### config.mk
export PLATFORM = sky130hd
export DESIGN_NAME = vending_buyer_flat
export DESIGN_NICKNAME = d
export VERILOG_FILES = /design/src/rtl/vending_buyer_if.sv /design/src/rtl/vending_buyer.sv /design/src/flat_wrapper.sv
export SDC_FILE = /design/constraint.sdc
export NUM_CORES = 1
export LEC_CHECK = 0
export BUFFER_PORTS_ARGS = -buffer_cell sky130_fd_sc_hd__buf_2
export CORE_MARGIN = 1
export CORE_UTILIZATION = 24
export DETAILED_ROUTE_END_ITERATION = 8
export GPL_ROUTABILITY_DRIVEN = 0
export PLACE_DENSITY = 0.51
export SLEW_MARGIN = 30
export SYNTH_ARGS = -nofsm -noshare
export SYNTH_HDL_FRONTEND = slang
export SYNTH_SLANG_ARGS = --single-unit
### constraint.sdc
create_clock -name clk -period 2.62 [get_ports clk]
set_clock_uncertainty 0.15 [all_clocks]
set_input_delay 0.524 -clock clk [delete_from_list [all_inputs] [get_ports clk]]
set_output_delay 0.524 -clock clk [all_outputs]
set_load 0.03 [all_outputs]
### src/rtl/vending_buyer_if.sv
// Customer-side link between the buyer sequencer and the vending machine controller.
// Signal names keep the buyer's point of view (o_* driven by buyer, i_* driven by machine).
interface vending_buyer_if;
    logic [1:0] o_product_code;
    logic       o_product_strobe;
    logic [2:0] o_currency_code;
    logic       o_currency_strobe;
    logic       i_busy;
    logic       i_ready_to_receive;
    logic [2:0] i_change;
    logic       i_change_strobe;
    logic       i_no_change;
    logic [1:0] i_product;
    logic       i_give_strobe;

    modport master (
        output o_product_code, o_product_strobe, o_currency_code, o_currency_strobe,
        input  i_busy, i_ready_to_receive, i_change, i_change_strobe, i_no_change,
               i_product, i_give_strobe
    );

    modport slave (
        input  o_product_code, o_product_strobe, o_currency_code, o_currency_strobe,
        output i_busy, i_ready_to_receive, i_change, i_change_strobe, i_no_change,
               i_product, i_give_strobe
    );
endinterface

### src/rtl/vending_buyer.sv
// Autonomous purchase sequencer: requests a product, feeds coins until the price is met,
// collects change and the product, and reports the transaction result.
module vending_buyer #(
    parameter int WIDTH_OF_MONEY = 16,
    parameter int TIMEOUT_CYCLES = 64
) (
    input  logic                      clk,
    input  logic                      i_rst_n,
    input  logic                      i_cmd_valid,
    input  logic [1:0]                i_cmd_product,
    input  logic [2:0]                i_cmd_coin,
    output logic                      o_cmd_ready,
    vending_buyer_if.master           mach,
    output logic                      o_done,
    output logic                      o_error,
    output logic                      o_no_change,
    output logic                      o_product_ok,
    output logic [WIDTH_OF_MONEY-1:0] o_paid,
    output logic [WIDTH_OF_MONEY-1:0] o_change_total,
    output logic [7:0]                o_change_count
);
    localparam int CNT_W = $clog2(TIMEOUT_CYCLES + 1);
    typedef logic [WIDTH_OF_MONEY-1:0] money_t;

    typedef enum logic [2:0] {
        S_IDLE,
        S_WAIT_READY,
        S_INSERT,
        S_COLLECT,
        S_WAIT_IDLE
    } state_t;

    function automatic money_t price(input logic [1:0] code);
        case (code)
            2'd0:    price = money_t'(150);
            2'd1:    price = money_t'(300);
            2'd2:    price = money_t'(200);
            default: price = money_t'(100);
        endcase
    endfunction

    function automatic money_t coin_value(input logic [2:0] code);
        case (code)
            3'd0:    coin_value = money_t'(1);
            3'd1:    coin_value = money_t'(5);
            3'd2:    coin_value = money_t'(10);
            3'd3:    coin_value = money_t'(25);
            3'd4:    coin_value = money_t'(50);
            3'd5:    coin_value = money_t'(100);
            3'd6:    coin_value = money_t'(200);
            default: coin_value = money_t'(500);
        endcase
    endfunction

    state_t     state_q, state_d;
    logic [1:0] prod_q, prod_d;
    logic [2:0] coin_q, coin_d;
    logic       prod_strobe_q, prod_strobe_d;
    logic       cur_strobe_q, cur_strobe_d;
    logic       done_q, done_d;
    logic       error_q, error_d;
    logic       no_change_q, no_change_d;
    logic       product_ok_q, product_ok_d;
    money_t     paid_q, paid_d;
    money_t     chg_total_q, chg_total_d;
    logic [7:0] chg_count_q, chg_count_d;
    logic [CNT_W-1:0] cnt_q, cnt_d;
    logic       machine_event;

    assign machine_event = mach.i_change_strobe | mach.i_no_change | mach.i_give_strobe;

    always_comb begin
        state_d       = state_q;
        prod_d        = prod_q;
        coin_d        = coin_q;
        prod_strobe_d = 1'b0;
        cur_strobe_d  = 1'b0;
        done_d        = 1'b0;
        error_d       = error_q;
        no_change_d   = no_change_q;
        product_ok_d  = product_ok_q;
        paid_d        = paid_q;
        chg_total_d   = chg_total_q;
        chg_count_d   = chg_count_q;
        cnt_d         = '0;

        case (state_q)
            S_IDLE: begin
                if (i_cmd_valid) begin
                    prod_d        = i_cmd_product;
                    coin_d        = i_cmd_coin;
                    paid_d        = '0;
                    chg_total_d   = '0;
                    chg_count_d   = '0;
                    no_change_d   = 1'b0;
                    error_d       = 1'b0;
                    product_ok_d  = 1'b0;
                    prod_strobe_d = 1'b1;
                    state_d       = S_WAIT_READY;
                end
            end
            S_WAIT_READY: begin
                if (mach.i_ready_to_receive) begin
                    cur_strobe_d = 1'b1;
                    paid_d       = paid_q + coin_value(coin_q);
                    state_d      = S_INSERT;
                end
            end
            S_INSERT: begin
                if (paid_q < price(prod_q)) begin
                    state_d = S_WAIT_READY;
                end else begin
                    cur_strobe_d = 1'b1;
                    state_d      = S_COLLECT;
                end
            end
            S_COLLECT: begin
                // Strobe held high here is the change-request level seen by the machine.
                cur_strobe_d = 1'b1;
                if (mach.i_change_strobe) begin
                    chg_total_d = chg_total_q + coin_value(mach.i_change);
                    if (chg_count_q != 8'hFF) begin
                        chg_count_d = chg_count_q + 8'd1;
                    end
                end
                if (mach.i_no_change) begin
                    no_change_d = 1'b1;
                end
                if (mach.i_give_strobe) begin
                    product_ok_d = (mach.i_product == prod_q);
                    cur_strobe_d = 1'b0;
                    state_d      = S_WAIT_IDLE;
                end
            end
            S_WAIT_IDLE: begin
                if (!mach.i_busy) begin
                    done_d  = 1'b1;
                    state_d = S_IDLE;
                end
            end
            default: state_d = S_IDLE;
        endcase

        // Silence watchdog: a normal transition or machine activity restarts it.
        if (state_q != S_IDLE && state_d == state_q && !machine_event) begin
            if (cnt_q == CNT_W'(TIMEOUT_CYCLES - 1)) begin
                state_d       = S_IDLE;
                prod_strobe_d = 1'b0;
                cur_strobe_d  = 1'b0;
                done_d        = 1'b1;
                error_d       = 1'b1;
            end else begin
                cnt_d = cnt_q + CNT_W'(1);
            end
        end
    end

    always_ff @(posedge clk or negedge i_rst_n) begin
        if (!i_rst_n) begin
            state_q       <= S_IDLE;
            prod_q        <= '0;
            coin_q        <= '0;
            prod_strobe_q <= 1'b0;
            cur_strobe_q  <= 1'b0;
            done_q        <= 1'b0;
            error_q       <= 1'b0;
            no_change_q   <= 1'b0;
            product_ok_q  <= 1'b0;
            paid_q        <= '0;
            chg_total_q   <= '0;
            chg_count_q   <= '0;
            cnt_q         <= '0;
        end else begin
            state_q       <= state_d;
            prod_q        <= prod_d;
            coin_q        <= coin_d;
            prod_strobe_q <= prod_strobe_d;
            cur_strobe_q  <= cur_strobe_d;
            done_q        <= done_d;
            error_q       <= error_d;
            no_change_q   <= no_change_d;
            product_ok_q  <= product_ok_d;
            paid_q        <= paid_d;
            chg_total_q   <= chg_total_d;
            chg_count_q   <= chg_count_d;
            cnt_q         <= cnt_d;
        end
    end

    assign o_cmd_ready            = (state_q == S_IDLE);
    assign mach.o_product_code    = prod_q;
    assign mach.o_product_strobe  = prod_strobe_q;
    assign mach.o_currency_code   = coin_q;
    assign mach.o_currency_strobe = cur_strobe_q;
    assign o_done                 = done_q;
    assign o_error                = error_q;
    assign o_no_change            = no_change_q;
    assign o_product_ok           = product_ok_q;
    assign o_paid                 = paid_q;
    assign o_change_total         = chg_total_q;
    assign o_change_count         = chg_count_q;
endmodule

### src/flat_wrapper.sv
// flat-port wrapper written by rule: the top's interface ports become plain ports
module vending_buyer_flat 
#(
    parameter int WIDTH_OF_MONEY = 16,
    parameter int TIMEOUT_CYCLES = 64
)
  (clk, i_rst_n, i_cmd_valid, i_cmd_product, i_cmd_coin, o_cmd_ready, o_done, o_error, o_no_change, o_product_ok, o_paid, o_change_total, o_change_count, mach_o_product_code, mach_o_product_strobe, mach_o_currency_code, mach_o_currency_strobe, mach_i_busy, mach_i_ready_to_receive, mach_i_change, mach_i_change_strobe, mach_i_no_change, mach_i_product, mach_i_give_strobe);
  vending_buyer_if mach_i ();
  input  logic clk;
  input  logic i_rst_n;
  input  logic i_cmd_valid;
  input  logic [1:0] i_cmd_product;
  input  logic [2:0] i_cmd_coin;
  output logic o_cmd_ready;
  output logic o_done;
  output logic o_error;
  output logic o_no_change;
  output logic o_product_ok;
  output logic [WIDTH_OF_MONEY-1:0] o_paid;
  output logic [WIDTH_OF_MONEY-1:0] o_change_total;
  output logic [7:0] o_change_count;
  output wire logic [$bits(mach_i.o_product_code)-1:0] mach_o_product_code;
  output wire logic [$bits(mach_i.o_product_strobe)-1:0] mach_o_product_strobe;
  output wire logic [$bits(mach_i.o_currency_code)-1:0] mach_o_currency_code;
  output wire logic [$bits(mach_i.o_currency_strobe)-1:0] mach_o_currency_strobe;
  input wire logic [$bits(mach_i.i_busy)-1:0] mach_i_busy;
  input wire logic [$bits(mach_i.i_ready_to_receive)-1:0] mach_i_ready_to_receive;
  input wire logic [$bits(mach_i.i_change)-1:0] mach_i_change;
  input wire logic [$bits(mach_i.i_change_strobe)-1:0] mach_i_change_strobe;
  input wire logic [$bits(mach_i.i_no_change)-1:0] mach_i_no_change;
  input wire logic [$bits(mach_i.i_product)-1:0] mach_i_product;
  input wire logic [$bits(mach_i.i_give_strobe)-1:0] mach_i_give_strobe;
  assign mach_o_product_code = mach_i.o_product_code;
  assign mach_o_product_strobe = mach_i.o_product_strobe;
  assign mach_o_currency_code = mach_i.o_currency_code;
  assign mach_o_currency_strobe = mach_i.o_currency_strobe;
  assign mach_i.i_busy = mach_i_busy;
  assign mach_i.i_ready_to_receive = mach_i_ready_to_receive;
  assign mach_i.i_change = mach_i_change;
  assign mach_i.i_change_strobe = mach_i_change_strobe;
  assign mach_i.i_no_change = mach_i_no_change;
  assign mach_i.i_product = mach_i_product;
  assign mach_i.i_give_strobe = mach_i_give_strobe;
  vending_buyer #(.WIDTH_OF_MONEY(WIDTH_OF_MONEY), .TIMEOUT_CYCLES(TIMEOUT_CYCLES)) u_core (.clk(clk), .i_rst_n(i_rst_n), .i_cmd_valid(i_cmd_valid), .i_cmd_product(i_cmd_product), .i_cmd_coin(i_cmd_coin), .o_cmd_ready(o_cmd_ready), .mach(mach_i), .o_done(o_done), .o_error(o_error), .o_no_change(o_no_change), .o_product_ok(o_product_ok), .o_paid(o_paid), .o_change_total(o_change_total), .o_change_count(o_change_count));
endmodule
Word level (Yosys, flattened, before mapping). Cells that the tools add are included.

Order comparisons: 1. Bitwise gates (word level): 2. Equality and inequality tests: 28. Reductions and logical operators: 16. Add/sub/neg operators: 4. Mux-type cells: 50.

Operators with widths (number): 2-to-1 mux 16 bit (8); one-hot mux 9 bit (7 select lines) (2); one-hot mux 16 bit (2 select lines) (2); adder 16 bit (2); one-hot mux 9 bit (3 select lines) (1); 2-to-1 mux 8 bit (3); equality test 3 bit, second input constant (7); 2-to-1 mux 1 bit (20); equality test 3 x 2 -> 1 bit, second input constant (6); 2-to-1 mux 3 bit (6); less-than comparator 16 bit (1); one-hot mux 8 bit (2 select lines) (1); one-hot mux 3 bit (5 select lines) (1); 2-to-1 mux 7 bit (2); AND reduction 3 bit (4); inequality test 2 bit, second input constant (5); equality test 3 x 1 -> 1 bit, second input constant (3); logical NOT 3 bit (3); adder 8 x 1 -> 8 bit, second input constant (1); inequality test 8 bit, second input constant (1); adder 7 x 1 -> 7 bit, second input constant (1); equality test 7 x 6 -> 1 bit, second input constant (1); one-hot mux 1 bit (2 select lines) (2); AND reduction 4 bit (1); 14 further kinds (17).

Word-level logic and storage cells: 114. Output and inout bits: 52. Bits of input ports: 18. Bits in registers: 61.

Logic depth before layout (Yosys ltp).
Word-level depth: 10. Mapped depth: 11. Depth with buffers taken out: 10.

Worst setup path before layout. Ideal clock, no wire load.

Kind: reg2reg. Start point: register u_core.coin_q[1] (netlist: u_core.mach.o_currency_code[1]). End point: register u_core.paid_q[10] (netlist: u_core.o_paid[10]). Clock period less this slack: 2.741 ns. Cell stages (with the launch flop): 11. Library setup time: 0.132 ns. Data arrival time: 2.459 ns. Required time: 2.338 ns. Path buffers: 1. Path slack: -0.121 ns. Cells stage by stage: dfrtp_1 -> clkbuf_1 -> a21oi_1 -> ha_1 -> fa_1 -> a211o_1 -> o211ai_1 -> a221oi_1 -> o211ai_1 -> xor2_1 -> nor2_1.

Longest elaborated chain between the ends: 7. Elaborated cells on any way between the ends: 13. Those cells by class: 1 x add/sub; 6 x eq/ne; 5 x mux; 1 x reduce/logical.

RTL lines: start: declaration (RTL line vending_buyer.sv:57) `logic [2:0] coin_q, coin_d;`; start signal: assignment (RTL line vending_buyer.sv:176) `coin_q <= coin_d;`; equality test 3 bit (tied with other cells) (RTL line vending_buyer.sv:43) `case (code)`; one-hot mux 9 bit (7 select lines) * (RTL line vending_buyer.sv:43); 2-to-1 mux 16 bit * (RTL line vending_buyer.sv:103) `if (mach.i_ready_to_receive) begin`; 2-to-1 mux 16 bit * (RTL line vending_buyer.sv:87) `case (state_q)`; adder 16 bit * (RTL line vending_buyer.sv:105) `paid_d = paid_q + coin_value(coin_q);`; 2-to-1 mux 16 bit * (RTL line vending_buyer.sv:103); one-hot mux 16 bit (2 select lines) * (RTL line vending_buyer.sv:87); end signal: assignment (RTL line vending_buyer.sv:183) `paid_q <= paid_d;`; end: declaration (RTL line vending_buyer.sv:64) `money_t paid_q, paid_d;`.

Every way passes the cells marked *; elsewhere a longest branch is shown, timed or not. The select of a mux whose other input is x is not followed. A chain may end at the register's enable or synchronous reset.

Worst setup path after layout.
Start point: register u_core.coin_q[0] (netlist: u_core.mach.o_currency_code[0]). End point: register u_core.paid_q[6] (netlist: u_core.o_paid[6]).

The elaborated chain is that of the path after synthesis.

==> summary.txt <==
Run status
  • Status: completed

Critical path
  • CP Data Arrival Time: 2630 ps
  • Worst setup path start: u_core.mach.o_currency_code[0]$_DFFE_PN0P_
  • CP max stage delay: 430 ps
  • CP max stage cell: dfrtp_2
  • Reg2reg end: u_core.o_paid[6]$_DFFE_PN0P_
  • R2R cell count: 11
  • Worst Path Required: 2690 ps
  • Largest fanout on the critical path: 5
  • R2R setup slack: 60 ps
  • Worst setup path end: u_core.o_paid[6]$_DFFE_PN0P_
  • CP cell instances: inv_2 > a21oi_2 > ha_1 > fa_1 > a211o_1 > o211ai_1 > buf_4 > nand2b_1 > a21oi_1 > xor2_1 > o21ai_1
  • Worst reg2reg path startpoint: u_core.mach.o_currency_code[0]$_DFFE_PN0P_
  • Crit end category: flop
  • Crit Path Class: reg2reg
  • Critical Path Source Type: flop

STA
  • Max-slew violations: 0
  • Final setup TNS: 0 ps
  • RSZ-0062 raised after global routing: yes
  • Final period util: 97.7%
  • Highest clock rate: 391 MHz
  • Post-layout min period: 2560 ps
  • Measured slew at the worst slew-check pin: 557 ps
  • Final hold vios: 0
  • Final setup fails: 0
  • Rel. slew slack: 62.8%

Floorplan
  • I/O pin count: 70
  • Total die area: 16700 um^2
  • Die height: 129 um
  • # rows: 46
  • Core Footprint: 15800 um^2
  • Starting density of the core: 24.5%
  • Die Wd: 129 um

Synthesis
  • Register area share after synthesis: 39.4%
  • Mapped Nets: 474
  • Largest cells by area after synthesis: dfrtp_1 39%, ha_1 10%, nand2_1 4.3%, nor2_1 4.2%, xnor2_1 3.8%
  • Yosys warning total: 0
  • Synth Register Bits: 61
  • Ys flop type: dfrtp_1
  • Yosys top cell area share: 39.4%
  • Area leader, netlist: dfrtp_1
  • Post-Synthesis Cells: 422
  • EDFF count, synth: 0
  • Ys async rst share: 100%
  • Cell Area, Synth: 3870 um^2
  • Avg Cell Area, Syn: 9.18 um^2
  • Distinct cells, synth: 62

Power
  • Pwr Density: 1020 nW/um^2
  • Clock share of power: 23.5%
  • Switching portion of total power: 43.4%
  • Logic pwr share: 49.4%
  • Static Leakage: 2.42 nW
  • Net Sw Power: 0.00219 W
  • Internal power: 0.00286 W
  • Flop pwr share: 27.1%
  • VDD IR max: 0.335 mV

Global route
  • Total gr overflow: 0
  • Vias in the first global route: 3237
  • Pin count of the biggest net entering global routing: 62
  • First-pass GRT wire length: 16300 um
  • Initial antenna violation count: 0
  • All-layer global routing usage: 12.9%

Final layout
  • Reg area: 1530 um^2
  • Fin cells: 737
  • Layout cells sized above 1: 26.5%
  • Fillers: 1658
  • Footprint of the multi-input gates: 2230 um^2
  • Post-layout util: 31.3%
  • Final-stage net count: 568
  • Antenna diodes: 0
  • Area grow syn2layout: 27.7%

Routing
  • Routed WL: 10100 um
  • DR vias: 3369
  • Post-route ant nets: 0
  • TritonRoute pass-1 iters: 4
  • Drt drc: 0
  • Drt first-iter violations: 196
  • WL/cell: 13.8 um
  • Via/cell ratio: 4.57

Clocking
  • CTS tree: built
  • Num Clock Sinks: 61
  • CTS root buf: clkbuf_16
  • CTS Buf Count: 9
  • Clk pin slew, worst setup/hold paths: 50 ps
  • Clk_lat worst skew: 340 ps
  • H-tree depth: 3
  • Clk buf depth: 2

Hold path
  • Worst Hold Class: in2async

Placed design
  • Placed insts: 720
  • I/O Buffers: 69
  • HPWL Detailed: 7710 um

Job
  • Max-Cap Viols: 0
-- sequential cells by signal, indices dropped and copies added (netlist names) --
register	count
u_core.o_change_total	16
u_core.o_paid	16
u_core.o_change_count	8
u_core.cnt_q	7
u_core.mach.o_currency_code	3
u_core.state_q	3
u_core.mach.o_product_code	2
u_core.mach.o_currency_strobe	1
u_core.mach.o_product_strobe	1
u_core.o_done	1
u_core.o_error	1
u_core.o_no_change	1
u_core.o_product_ok	1
-- final cells by class --
class                   count  share of cell area (%)
clock inverters             5                    1.01
multi-input cells         330                    45.2
repair buffers             94                    11.0
well taps                 216                    5.46
flip-flops and latches     61                    30.9
inverters                  20                    1.52
clock buffers              11                    4.91
-- placed cells by master (no fill, tap or decap), types with 3 or more instances in the layout --
cell and count:
nand2b_1 4, o31ai_1 4, o211ai_1 6, inv_1 18, buf_2 69, xnor2_1 17, ha_1 32, nand2_1 44
dfrtp_1 58, nand4_1 6, a21oi_1 27, buf_4 24, clkbuf_16 9, nor4_1 5, dfrtp_2 3, a21o_1 6
xor2_1 13, clkinv_2 4, o21ai_1 8, nor2_1 41, o21ai_0 24, o21bai_1 3, nor3_1 9, nand3_1 21
and3_1 4
-- metrics by stage --
stage | cell area (um^2) | setup WS, ps | hold WS (ps) | total power [W]
5_1_grt | 4950 | -33.3 | 81.8 | 0.00546
4_1_cts | 4920 | 9.96 | 54.8 | 0.00509
3_5_place_dp | 4630 | -97.6 | 319 | 0.00387
3_3_place_gp | 4630 | -62.6 | 293 | 0.00383
2_1_floorplan | 3880 | 24.6 | 78.4 | 0.00309
6_report | 4950 | 60.2 | 46.1 | 0.00506
-- cell families (layout without fill, tap and decap cells) --
family / after synthesis / in the layout / share of synthesized area [%]
AND/OR/NAND/NOR: 157 / 157 / 20.8
AO/OA/AOI/OAI: 107 / 107 / 17.7
flip-flops: 61 / 61 / 39.4
adder cells (fa/ha/maj): 34 / 34 / 11.4
buffers and inverters: 31 / 130 / 3.42
XOR/XNOR: 30 / 30 / 6.78
multiplexers: 2 / 2 / 0.517
-- power by group through the flow --
stage | Sequential (W) | Clock (W) | Combinational, W
floorplan | 0.00167 | 0 | 0.00141
global placement | 0.00138 | 0 | 0.00245
detailed placement | 0.00139 | 0 | 0.00248
global route | 0.00141 | 0.00126 | 0.00279
CTS | 0.00137 | 0.00122 | 0.00249
finish | 0.00137 | 0.00119 | 0.00250
-- worst max-delay path, delay by kind of cell (launching register included) --
kind	cells	cell delay, ps
AO/OA/AOI/OAI	5	780
adder cells (fa/ha/maj)	2	610
flip-flops	1	430
buffers and inverters	2	260
XOR/XNOR	1	160
AND/OR/NAND/NOR	1	50
-- what timing repair did --
| action | 4_1_cts | 5_1_grt |
|---|---|---|
| resized for setup | 0 | 8 |
| endpoints found under the setup margin | 0 | 5 |
| hold buffers | 0 | 0 |
| buffers inserted | 0 | 1 |
-- routing by layer --
metal,track usage (%),share of wire [%]
met2,21.3,47
met4,6.09,2.0
met3,2.89,4.4
met5,0,0
met1,16.1,46
-- cells in the mapped netlist, types with 8 or more instances --
master and count:
o21ai_0 24, nand3_1 21, ha_1 32, dfrtp_1 61
o21ai_1 8, nor2_1 43, nor3_1 9, nand2_1 44
a21oi_1 29, xnor2_1 17, inv_1 19, xor2_1 13
-- worst min-delay path by stage --
stage / end / from / slack (ps) / cells after the start
2_1_floorplan: u_core.cnt_q[0]$_DFF_PN0_ / i_rst_n / 80 / 0
3_3_place_gp: u_core.cnt_q[0]$_DFF_PN0_ / u_core.cnt_q[0]$_DFF_PN0_ / 290 / 1
3_5_place_dp: u_core.o_error$_DFF_PN0_ / u_core.o_error$_DFF_PN0_ / 320 / 2
5_1_grt: u_core.o_change_total[7]$_DFFE_PN0P_ / i_rst_n / 80 / 2
6_report: u_core.o_change_count[3]$_DFFE_PN0P_ / i_rst_n / 50 / 2
4_1_cts: u_core.o_change_count[3]$_DFFE_PN0P_ / i_rst_n / 50 / 2
Power figures use the tool's default switching activity.
